[config.mk]
export PLATFORM = sky130hd
export DESIGN_NAME = pwm_ramp_ctrl
export DESIGN_NICKNAME = d
export VERILOG_FILES = /design/src/rtl/pwm_ramp_ctrl.sv
export SDC_FILE = /design/constraint.sdc
export NUM_CORES = 1
export LEC_CHECK = 0
export ABC_AREA = 1
export CAP_MARGIN = 20
export CORE_MARGIN = 1
export CORE_UTILIZATION = 40
export CTS_CLUSTER_DIAMETER = 100
export DETAILED_ROUTE_END_ITERATION = 12
export SETUP_SLACK_MARGIN = 0.2
export SLEW_MARGIN = 10
export SYNTH_ARGS = -nofsm -noshare
export SYNTH_HDL_FRONTEND = slang
export SYNTH_SLANG_ARGS = --single-unit
[constraint.sdc]
create_clock -name Clk50M -period 4.55 [get_ports Clk50M]
set_input_delay 0.91 -clock Clk50M [delete_from_list [all_inputs] [get_ports Clk50M]]
set_output_delay 0.91 -clock Clk50M [all_outputs]
set_load 0.05 [all_outputs]
[src/rtl/pwm_ramp_ctrl.sv]
// Ramp controller for a downstream PWM generator: accepts a period/target/step/hold
// configuration and walks the compare value toward the target one step per hold window.
module pwm_ramp_ctrl #(
    parameter logic [31:0] ARR_DEFAULT = 32'd49999
) (
    input  logic        Clk50M,
    input  logic        Rst_n,
    input  logic        enable,
    input  logic        cfg_valid,
    output logic        cfg_ready,
    input  logic [31:0] cfg_arr,
    input  logic [31:0] cfg_target,
    input  logic [15:0] cfg_step,
    input  logic [15:0] cfg_hold,
    output logic        cnt_en,
    output logic [31:0] counter_arr,
    output logic [31:0] counter_ccr,
    output logic        busy,
    output logic        done
);

    typedef enum logic [1:0] {
        IDLE    = 2'd0,
        LOAD    = 2'd1,
        RAMP    = 2'd2,
        SETTLED = 2'd3
    } stateT;

    stateT       r_state;
    stateT       w_nextState;

    logic [31:0] r_arr;
    logic [31:0] r_ccr;
    logic [31:0] r_target;
    logic [15:0] r_step;
    logic [15:0] r_hold;
    logic [31:0] r_pcnt;
    logic [15:0] r_holdCnt;
    logic        r_done;

    logic        w_accept;
    logic        w_running;
    logic        w_periodTick;
    logic        w_holdDone;
    logic        w_stepNow;
    logic        w_doneNext;
    logic [32:0] w_arrPlus1;
    logic [31:0] w_clampTarget;
    logic [32:0] w_sum;
    logic [31:0] w_diff;
    logic [31:0] w_stepCcr;

    // Rst_n is folded in so the handshake stays closed while reset is held.
    assign cfg_ready    = Rst_n & enable & ((r_state == IDLE) || (r_state == SETTLED));
    assign w_accept     = cfg_valid & cfg_ready;
    assign w_running    = (r_state == RAMP) || (r_state == SETTLED);
    assign w_periodTick = w_running & (r_pcnt == 32'd0);
    assign w_holdDone   = (r_holdCnt == r_hold);
    assign w_stepNow    = enable & (r_state == RAMP) & w_periodTick & w_holdDone;

    assign cnt_en      = w_running;
    assign busy        = (r_state == LOAD) || (r_state == RAMP);
    assign done        = r_done;
    assign counter_arr = r_arr;
    assign counter_ccr = r_ccr;

    always_comb begin
        w_arrPlus1    = {1'b0, cfg_arr} + 33'd1;
        w_clampTarget = cfg_target;
        if ({1'b0, cfg_target} > w_arrPlus1) begin
            w_clampTarget = w_arrPlus1[32] ? 32'hFFFF_FFFF : w_arrPlus1[31:0];
        end
    end

    // Saturating step toward the target; 33-bit sum guards against wrap on the way up.
    always_comb begin
        w_sum     = {1'b0, r_ccr} + {17'd0, r_step};
        w_diff    = r_ccr - r_target;
        w_stepCcr = r_ccr;
        if (r_step == 16'd0) begin
            w_stepCcr = r_target;
        end else if (r_ccr < r_target) begin
            w_stepCcr = (w_sum >= {1'b0, r_target}) ? r_target : w_sum[31:0];
        end else if (w_diff <= {16'd0, r_step}) begin
            w_stepCcr = r_target;
        end else begin
            w_stepCcr = r_ccr - {16'd0, r_step};
        end
    end

    always_comb begin
        w_nextState = r_state;
        w_doneNext  = 1'b0;
        if (!enable) begin
            w_nextState = IDLE;
        end else begin
            unique case (r_state)
                IDLE: begin
                    if (w_accept) begin
                        w_nextState = LOAD;
                    end
                end
                LOAD: begin
                    if (r_ccr == r_target) begin
                        w_nextState = SETTLED;
                        w_doneNext  = 1'b1;
                    end else begin
                        w_nextState = RAMP;
                    end
                end
                RAMP: begin
                    if (w_stepNow && (w_stepCcr == r_target)) begin
                        w_nextState = SETTLED;
                        w_doneNext  = 1'b1;
                    end
                end
                SETTLED: begin
                    if (w_accept) begin
                        w_nextState = LOAD;
                    end
                end
                default: w_nextState = IDLE;
            endcase
        end
    end

    always_ff @(posedge Clk50M or negedge Rst_n) begin
        if (!Rst_n) begin
            r_state <= IDLE;
        end else begin
            r_state <= w_nextState;
        end
    end

    // pcnt mirrors the generator counter as (arr - count), so pcnt==0 marks the last cycle of a period.
    always_ff @(posedge Clk50M or negedge Rst_n) begin
        if (!Rst_n) begin
            r_arr     <= ARR_DEFAULT;
            r_ccr     <= 32'd0;
            r_target  <= 32'd0;
            r_step    <= 16'd0;
            r_hold    <= 16'd0;
            r_pcnt    <= 32'd0;
            r_holdCnt <= 16'd0;
            r_done    <= 1'b0;
        end else begin
            r_done <= w_doneNext;

            if (w_accept) begin
                r_arr    <= cfg_arr;
                r_target <= w_clampTarget;
                r_step   <= cfg_step;
                r_hold   <= cfg_hold;
            end

            if (enable && (r_state == LOAD)) begin
                r_pcnt <= r_arr;
            end else if (enable && w_running) begin
                r_pcnt <= (r_pcnt == 32'd0) ? r_arr : (r_pcnt - 32'd1);
            end

            if (w_accept) begin
                r_holdCnt <= 16'd0;
            end else if (enable && (r_state == RAMP) && w_periodTick) begin
                r_holdCnt <= w_holdDone ? 16'd0 : (r_holdCnt + 16'd1);
            end

            if (w_stepNow) begin
                r_ccr <= w_stepCcr;
            end
        end
    end

endmodule

Word level (Yosys, flattened, before mapping)
Index checks and enable logic that the tools add are counted.
Cells by class
  bitwise gates (word level): 7
  add/sub/neg operators: 6
  multiplexer cells: 21
  eq/ne operators: 8
  reduce and logical (&&, ||, !) cells: 15
  magnitude comparators: 4
Operator list (count)
  32-bit two-way mux: 9
  32-bit == test: 2
  16-bit two-way mux: 3
  32-bit by 1-bit adder with 33-bit output (second input constant): 1
  32-bit by 16-bit adder with 33-bit output: 1
  33-bit by 32-bit >= comparator with 1-bit output: 1
  32-bit by 33-bit greater-than comparator with 1-bit output: 1
  32-bit by 16-bit <= comparator with 1-bit output: 1
  32-bit zero test: 1
  32-bit < comparator: 1
  32-bit by 1-bit subtractor with 32-bit output (second input constant): 1
  32-bit by 16-bit subtractor with 32-bit output: 1
  32-bit subtractor: 1
  16-bit by 1-bit adder with 16-bit output (second input constant): 1
  16-bit == test: 1
  16-bit zero test: 1
  1-bit bitwise AND: 7
  2-bit two-way mux: 3
  3-bit by 2-bit inequality test with 1-bit output (second input constant): 2
  2-bit case mux with 3 select lines: 1
  1-bit logical AND: 5
  2-bit == test (second input constant): 2
  1-bit two-way mux: 4
  2-bit nonzero test: 2
  6 further kinds: 8
Word-level totals
  flip-flop bits (word level): 179
  input bits: 100

Longest topological paths before layout
Gate-level depths: netlist of the first run.
  depth after elaboration: 10
  gate-level depth with buffers: 43
  gate-level depth less buffers: 41

Worst setup path before layout of the first run
Ideal clock, no wire load.
  path type: in2reg
  from: in cfg_arr[0]
  to: reg r_target[2]
  cell stages on the path: 26
  slack: -0.227 ns
  data arrival time: 4.643 ns
  setup time: 0.134 ns
  required time: 4.416 ns
  cell sequence: ha_1 -> nand3_1 -> nor4_2 -> nand3_1 -> nor3b_2 -> nand3_1 -> nor3_2 -> nand4_1 -> nor4_2 -> nand4_1 -> nor2_1 -> xor2_1 -> ha_1 -> a21oi_1 -> o21bai_1 -> a21oi_1 -> a21boi_0 -> o21ai_0 -> a21oi_1 -> a21oi_1 -> nand2_2 -> inv_1 -> buf_4 -> buf_2 -> nor2_1 -> o22ai_1
Between the ends
  longest elaborated chain between the ends: 3
  elaborated cells on any way between the ends: 4
  classes of those cells: add/sub: 1; order compare: 1; mux: 2
Ends and longest elaborated chain
  start, declared: line 11  | input logic [31:0] cfg_arr,
  32-bit by 1-bit adder with 33-bit output *: line 68  | w_arrPlus1 = {1'b0, cfg_arr} + 33'd1;
  32-bit by 33-bit greater-than comparator with 1-bit output or 32-bit two-way mux (tied branches): line 70, 71
  32-bit two-way mux *: line 70  | if ({1'b0, cfg_target} > w_arrPlus1) begin
  end signal, assigned: line 151  | r_target <= w_clampTarget;
  end, declared: line 34  | logic [31:0] r_target;
Every way passes the cells marked *; elsewhere a longest branch is shown, timed or not.
A chain may end at the register's enable or synchronous reset.

Worst setup path after layout of the first run
  from: reg r_step[5]
  to: reg r_state[1]
Between the ends
  longest elaborated chain between the ends: 9
  elaborated cells on any way between the ends: 13
  classes of those cells: add/sub: 2; order compare: 2; eq/ne: 2; mux: 4; reduce/logical: 3
Ends and longest elaborated chain
  start, declared: line 35  | logic [15:0] r_step;
  start signal, assigned: line 152  | r_step <= cfg_step;
  32-bit by 16-bit adder with 33-bit output: line 77  | w_sum = {1'b0, r_ccr} + {17'd0, r_step};
  33-bit by 32-bit >= comparator with 1-bit output: line 83  | w_stepCcr = (w_sum >= {1'b0, r_target}) ? r_target : w_sum[31:0];
  32-bit two-way mux: line 83
  32-bit two-way mux: line 82  | end else if (r_ccr < r_target) begin
  32-bit two-way mux *: line 80  | if (r_step == 16'd0) begin
  32-bit == test *: line 112  | if (w_stepNow && (w_stepCcr == r_target)) begin
  1-bit logical AND *: line 112
  3-bit by 2-bit inequality test with 1-bit output (no source line) *
  2-bit AND reduction (no source line) *
  end signal, assigned: line 131  | r_state <= w_nextState;
  end, declared: line 29  | stateT r_state;
Marked as above.

==> results of run 1 <==
## cell type report
type,count,area (sq um)
Clock buffer,18,429
Antenna cell,1,2.50
Multi-Input combinational cell,2237,14200
Fill cell,4233,17600
Inverter,390,1490
Tap cell,600,751
Clock inverter,14,189
Sequential cell,179,4510
Timing Repair Buffer,760,6570
## metal layers
| layer | wire (microns) | global-route usage [%] | up-vias | share of wire, % |
|---|---|---|---|---|
| met5 | 13 | 0 | - | 0.016 |
| met4 | 3280 | 13.8 | 2 | 4.1 |
| met3 | 3900 | 3.69 | 131 | 4.9 |
| met2 | 38300 | 56.6 | 694 | 48 |
| met1 | 34800 | 43.1 | 10500 | 43 |
| li1 | - | - | 10900 | - |
## power groups by stage
stage | Clock, W | Sequential (W) | Combinational [W]
final | 0.00162 | 0.00284 | 0.00841
after floorplan | 0 | 0.00309 | 0.00380
after detailed placement | 0 | 0.00281 | 0.00745
after global placement | 0 | 0.00282 | 0.00736
after CTS | 0.00165 | 0.00280 | 0.00790
after global routing | 0.00170 | 0.00289 | 0.00915
## worst register-to-register path: cells and delay by family, from the launching register on
family	cells	cell delay, ns
XOR/XNOR	1	0.27
AND/OR/NAND/NOR	17	1.67
flip-flops	1	0.43
buffers and inverters	9	1.12
AO/OA/AOI/OAI	5	0.85
adder cells (fa/ha/maj)	2	0.55
## synthesized netlist by cell type (8+ instances only)
library cell  count  area, sq um
nand4_1          70          438
o21bai_1         11         82.6
o21ai_1          27          135
nand3_2          11          110
a21oi_2           9         78.8
o21ai_0         165          826
buf_2            28          140
inv_1           365         1370
inv_2            17         63.8
nand3b_1          8         60.1
nor2_2           12         75.1
a31oi_1           9         56.3
dfrtp_1         170         4250
nand2_2          16          100
o211ai_1         27          203
nor3_1           41          205
nand3_1         212         1060
o221ai_1          8         70.1
xor2_1          105          920
nand2_1         758         2850
nor4_1           17          106
nor2_1          300         1130
ha_1            152         1900
dfstp_2           9          236
buf_6            10          113
xnor2_1          16          140
o22ai_1          40          250
a21oi_1         149          746
clkbuf_1         58          218
## kinds of logic (layout without fill, tap and decap cells)
family,count (synthesis),after routing,synth area share (%)
compound gates,485,485,14.9
xor+xnor,121,121,5.65
fa+ha+maj,155,155,10.5
buf+inv,496,1182,10.7
flops,179,179,24.0
mux,2,2,0.120
other cells,0,1,0
simple gates,1474,1474,34.2
## sequential cells by signal, indices dropped and copies added (netlist names)
name and count:
done 1, r_holdCnt 16, r_hold 16, r_state 2, counter_arr 32, counter_ccr 32, r_target 32, r_pcnt 32
r_step 16
## stage by stage
step	worst slack (ns)	util [%]
6_report	-0.453	61.6
5_1_grt	-0.723	61.6
4_1_cts	-0.437	58.4
3_5_place_dp	-1.19	53.7
3_3_place_gp	-1.01	53.7
2_1_floorplan	-0.209	-
## path summary, 6_finish.rpt
kind / start / endpoint / slack [ns] / cells past startpoint
max: r_step[5]$_DFFE_PN0P_ / r_state[1]$_DFFE_PN0P_ / -0.45 / 34
min: counter_arr[6]$_DFFE_PN1P_ / counter_arr[6]$_DFFE_PN1P_ / 0.51 / 2
max reg2reg: r_step[5]$_DFFE_PN0P_ / r_state[1]$_DFFE_PN0P_ / -0.45 / 34
min reg2reg: counter_arr[6]$_DFFE_PN1P_ / counter_arr[6]$_DFFE_PN1P_ / 0.51 / 2
max in group asynchronous: Rst_n / counter_ccr[4]$_DFFE_PN0P_ / 2.51 / 3
min in group asynchronous: Rst_n / r_holdCnt[5]$_DFFE_PN0P_ / 0.53 / 2
## repair_timing
item,CTS,global route
setup endpoints to repair,67,67
cloned,7,2
setup buffers,56,31
pin swaps,62,112
resized for setup,251,281
==> results.sh, run 1 <==
export IMPL_outcome="finished, violations left"
export IMPL_violations="negative setup slack"
export IMPL_instances_no_fill=4199
export IMPL_syn_inst=2912
export IMPL_via_per_inst=5.29
export IMPL_insertion_delay_ns=0.51
export IMPL_cp_buffers_inverters=9
export IMPL_holdWs_ns=0.510
export IMPL_synth_edf_count=0
export IMPL_final_common_cell="nand2_1"
export IMPL_first_pass_iters=5
export IMPL_grt_pass1_vias=21600
export IMPL_grt_usage_pct=33.5
export IMPL_fp_dieArea_sq_um=47700
export IMPL_powerDensity_nw_per_um2=457
export IMPL_fin_nets=3840
export IMPL_fin_area_sq_um=28200
export IMPL_cp_max_fo=12
export IMPL_clock_skew_ns=0.0208
export IMPL_hold_viol_final=0
export IMPL_dp_cells=4070
export IMPL_p_clk_share_pct=12.6
export IMPL_hp_class="flop to flop"
export IMPL_syn_to_final_growth_pct=50.4
export IMPL_syn_area_sq_um=18700
export IMPL_dpl_hpwl_microns=62500
export IMPL_htree_levels=4
export IMPL_timing_setup_tns_ns=-3.87
export IMPL_intPower_w=0.00637
export IMPL_ys_ff_latch=179
export IMPL_die_height_microns=218
export IMPL_crit_arrival_ns=5.40
export IMPL_io_buffer_count=167
export IMPL_routabilityCongestion=0.951
export IMPL_setup_viol=36
export IMPL_start_util_pct=41.0
export IMPL_cpLargestDelayFamily="simple AND/OR/NAND/NOR gates"
export IMPL_cts_path_max_buffers=2
export IMPL_finalPower_w=0.0129
export IMPL_grt_max_degree=94
export IMPL_min_period_over_period_pct=110
export IMPL_cts_sinks=179
export IMPL_most_common_layout_cells="nand2_1, buf_4, inv_1"
export IMPL_antenna_found_initial=2
export IMPL_yosysUniqueCellTypes=63
export IMPL_p_sw_w=0.00650
export IMPL_path_common_cell="buf_4"
export IMPL_dpl_cell_area_sq_um=24600
export IMPL_ys_flop_type="dfrtp_1"
export IMPL_synth_fp_nets=3167
export IMPL_hold_buffers=0
export IMPL_combPwrFrac_pct=65.3
export IMPL_end_kind="flop"
export IMPL_rsz0062_at_grt="yes"
export IMPL_period_needed_ns=5.00
export IMPL_fmax_ghz=0.200
export IMPL_drt_iter0_markers=1744
export IMPL_start_kind="flop"
export IMPL_die_width_microns=218
export IMPL_crit_path_max_incr_delay_ns=0.43
export IMPL_io_pins=168
export IMPL_grt_pass1_wl_microns=121000
export IMPL_setup_worst_path_class="flop to flop"
export IMPL_cts_tree="yes"
export IMPL_cts_root_buf="clkbuf_16"
export IMPL_design_core_area_sq_um=45800
export IMPL_max_slew_margin_rel_pct=22.3
export IMPL_cp_required_ns=4.95
export IMPL_clkSlewWorstSetupHoldPaths_ns=0.09
export IMPL_layout_drive_gt1_share_pct=30.8
export IMPL_routedWlPerCell_microns=19.1
export IMPL_yosys_warnings=0
export IMPL_rows=78
export IMPL_cp_slowest_cell="dfrtp_1"
export IMPL_synth_seq_area_share_pct=24.0
export IMPL_max_slew_worst_pin_slew_ns=1.16
export IMPL_detail_route_antenna_nets=0
export IMPL_leakage_nw=14.0
export IMPL_final_max_slew_viol_count=0
export IMPL_maxCapViolCount=0
export IMPL_vias=22200
export IMPL_cts_made_buffers=17
export IMPL_overflow=0
export IMPL_ir_drop_mv=0.593
export IMPL_async_flop_share_pct=100
export IMPL_drc_errors=0
export IMPL_worst_slack_ns=-0.453
export IMPL_pwr_share_seq_pct=22.1
export IMPL_swShare_pct=50.5
export IMPL_routed_wl_microns=80200
export IMPL_synth_area_per_cell_sq_um=6.44
(Power assumes the default switching activity.)
==> inputs of run 2 (changes only) <==
--- a/config.mk
+++ b/config.mk
@@ -11,6 +11,7 @@
 export CORE_UTILIZATION = 40
 export CTS_CLUSTER_DIAMETER = 100
 export DETAILED_ROUTE_END_ITERATION = 12
+export DONT_BUFFER_PORTS = 1
 export SETUP_SLACK_MARGIN = 0.2
 export SLEW_MARGIN = 10
 export SYNTH_ARGS = -nofsm -noshare
==> run 2 against run 1 <==
Net effect: the flow still finishes with violations (negative setup slack); power shrank 3.8%; count of clock-buffer cells in the layout is the same; utilization shrank 4.7 points; clock power is essentially flat; worst setup slack gained 0.020 ns; combinational power shrank 11%; highest routed layer is now met4; critical endpoint is now r_state[0]$_DFFE_PN0P_; wire length shrank 2.8%.
==> results.sh, run 2 (synthesized netlist as in run 1, its figures left out) <==
export IMPL_cts_tree="yes"
export IMPL_grt_pass1_vias=21000
export IMPL_n_antenna_cell=0
export IMPL_cp_slowest_cell="dfrtp_2"
export IMPL_end_kind="flop"
export IMPL_finalPower_w=0.0124
export IMPL_start_kind="flop"
export IMPL_setup_viol=34
export IMPL_syn_to_final_growth_pct=38.9
export IMPL_drc_errors=0
export IMPL_violations="negative setup slack"
export IMPL_htree_levels=4
export IMPL_maxCapViolCount=0
export IMPL_max_slew_margin_rel_pct=21.0
export IMPL_period_needed_ns=4.98
export IMPL_crit_arrival_ns=5.36
export IMPL_grt_usage_pct=32.4
export IMPL_final_common_cell="nand2_1"
export IMPL_antenna_found_initial=0
export IMPL_instances_no_fill=3995
export IMPL_cts_path_max_buffers=2
export IMPL_start_util_pct=41.0
export IMPL_grt_pass1_wl_microns=118000
export IMPL_cpLargestDelayFamily="simple AND/OR/NAND/NOR gates"
export IMPL_io_pins=168
export IMPL_die_height_microns=218
export IMPL_routedWlPerCell_microns=19.5
export IMPL_layout_drive_gt1_share_pct=30.6
export IMPL_crit_path_max_incr_delay_ns=0.43
export IMPL_cts_made_buffers=17
export IMPL_fin_nets=3637
export IMPL_holdWs_ns=0.114
export IMPL_path_common_cell="nand2_1"
export IMPL_vias=21700
export IMPL_dp_cells=3865
export IMPL_dpl_cell_area_sq_um=22700
export IMPL_cp_required_ns=4.93
export IMPL_fmax_ghz=0.201
export IMPL_hp_class="primary input to asynchronous set/reset pin"
export IMPL_first_pass_iters=5
export IMPL_r2r_end="r_state[0]$_DFFE_PN0P_"
export IMPL_overflow=0
export IMPL_insertion_delay_ns=0.49
export IMPL_ir_drop_mv=0.350
export IMPL_worst_slack_ns=-0.434
export IMPL_hold_buffers=0
export IMPL_min_period_over_period_pct=110
export IMPL_fin_area_sq_um=26000
export IMPL_cts_root_buf="clkbuf_16"
export IMPL_clock_skew_ns=0.0169
export IMPL_regToRegSetupSlack_ns=-0.43
export IMPL_design_core_area_sq_um=45800
export IMPL_powerDensity_nw_per_um2=476
export IMPL_detail_route_antenna_nets=0
export IMPL_most_common_layout_cells="nand2_1, buf_4, inv_1"
export IMPL_hold_viol_final=0
export IMPL_routed_wl_microns=77900
export IMPL_timing_setup_tns_ns=-3.73
export IMPL_routabilityCongestion=1.03
export IMPL_grt_max_degree=181
export IMPL_cts_sinks=179
export IMPL_fp_dieArea_sq_um=47700
export IMPL_via_per_inst=5.42
export IMPL_rsz0062_at_grt="yes"
export IMPL_io_buffer_count=0
export IMPL_rows=78
export IMPL_r2r_cells=34
export IMPL_cp_buffers_inverters=8
export IMPL_final_max_slew_viol_count=0
export IMPL_leakage_nw=13.1
export IMPL_outcome="finished, violations left"
export IMPL_drt_iter0_markers=1775
export IMPL_r2r_start="counter_ccr[5]$_DFFE_PN0P_"
export IMPL_max_slew_worst_pin_slew_ns=1.19
export IMPL_die_width_microns=218
export IMPL_setup_worst_path_class="flop to flop"
export IMPL_clkSlewWorstSetupHoldPaths_ns=0.08
export IMPL_critPathLaunch="counter_ccr[5]$_DFFE_PN0P_"
export IMPL_cp_max_fo=9
export IMPL_dpl_hpwl_microns=60700
==> run 2: cell count changes in the layout (fill, tap and decap cells not counted), sizes merged, moves of 2 or more <==
cell / before / now
buf: 598 / 556
inv: 390 / 388
clkdlybuf4s50: 157 / 0
clkbuf: 22 / 19
clkinvlp: 0 / 2
==> run 2: report_power, final <==
group	switching (W)	internal [W]
sequential	0.00111	0.00217
combinational	0.00441	0.00304
clock	0.000802	0.000853
total	0.00633	0.00606
==> run 2: worst reg2reg max path, delay by kind of cell (launching register included) <==
kind            cells  cell delay, ns
compound gates      5            0.86
xor+xnor            1            0.29
buf+inv             8            1.03
simple gates       18            1.77
fa+ha+maj           2            0.50
flops               1            0.43
==> run 2: metal layers <==
metal	global-route usage, %	up-vias	routed length, microns
met3	7.13	146	6230
met4	12.2	0	2680
met2	52.5	826	35800
met5	0	-	0
li1	-	10500	-
met1	41.9	10200	33300
==> run 2: layout make-up <==
| cell class | count | area [sq um] |
|---|---|---|
| clock buffer | 18 | 439 |
| clock inverter | 14 | 186 |
| sequential | 179 | 4510 |
| inverter | 390 | 1500 |
| timing repair buffer | 557 | 4610 |
| tap | 600 | 751 |
| multi-input combinational | 2237 | 14000 |
| fill | 4451 | 19700 |
==> run 2: worst max-delay path by stage <==
stage / endpoint / slack (ns) / cells past startpoint
floorplan: r_target[2]$_DFFE_PN0P_ / -0.21 / 26
global placement: r_state[1]$_DFFE_PN0P_ / -0.84 / 31
detailed placement: r_state[0]$_DFFE_PN0P_ / -0.83 / 31
CTS: r_state[0]$_DFFE_PN0P_ / -0.37 / 36
global route: r_state[0]$_DFFE_PN0P_ / -0.65 / 41
finish: r_state[0]$_DFFE_PN0P_ / -0.43 / 34
==> run 2: timing repair <==
action / CTS / global route
gates resized for setup: 251 / 216
gates cloned: 6 / 1
pin swaps: 86 / 109
buffers inserted: 59 / 32
setup endpoints to repair: 67 / 67
==> run 2: metrics by stage <==
step	worst slack [ns]	util, %
after floorplan	-0.209	-
after CTS	-0.368	54.3
final	-0.434	56.9
after global placement	-0.840	49.5
after detailed placement	-0.826	49.5
after global routing	-0.652	56.9
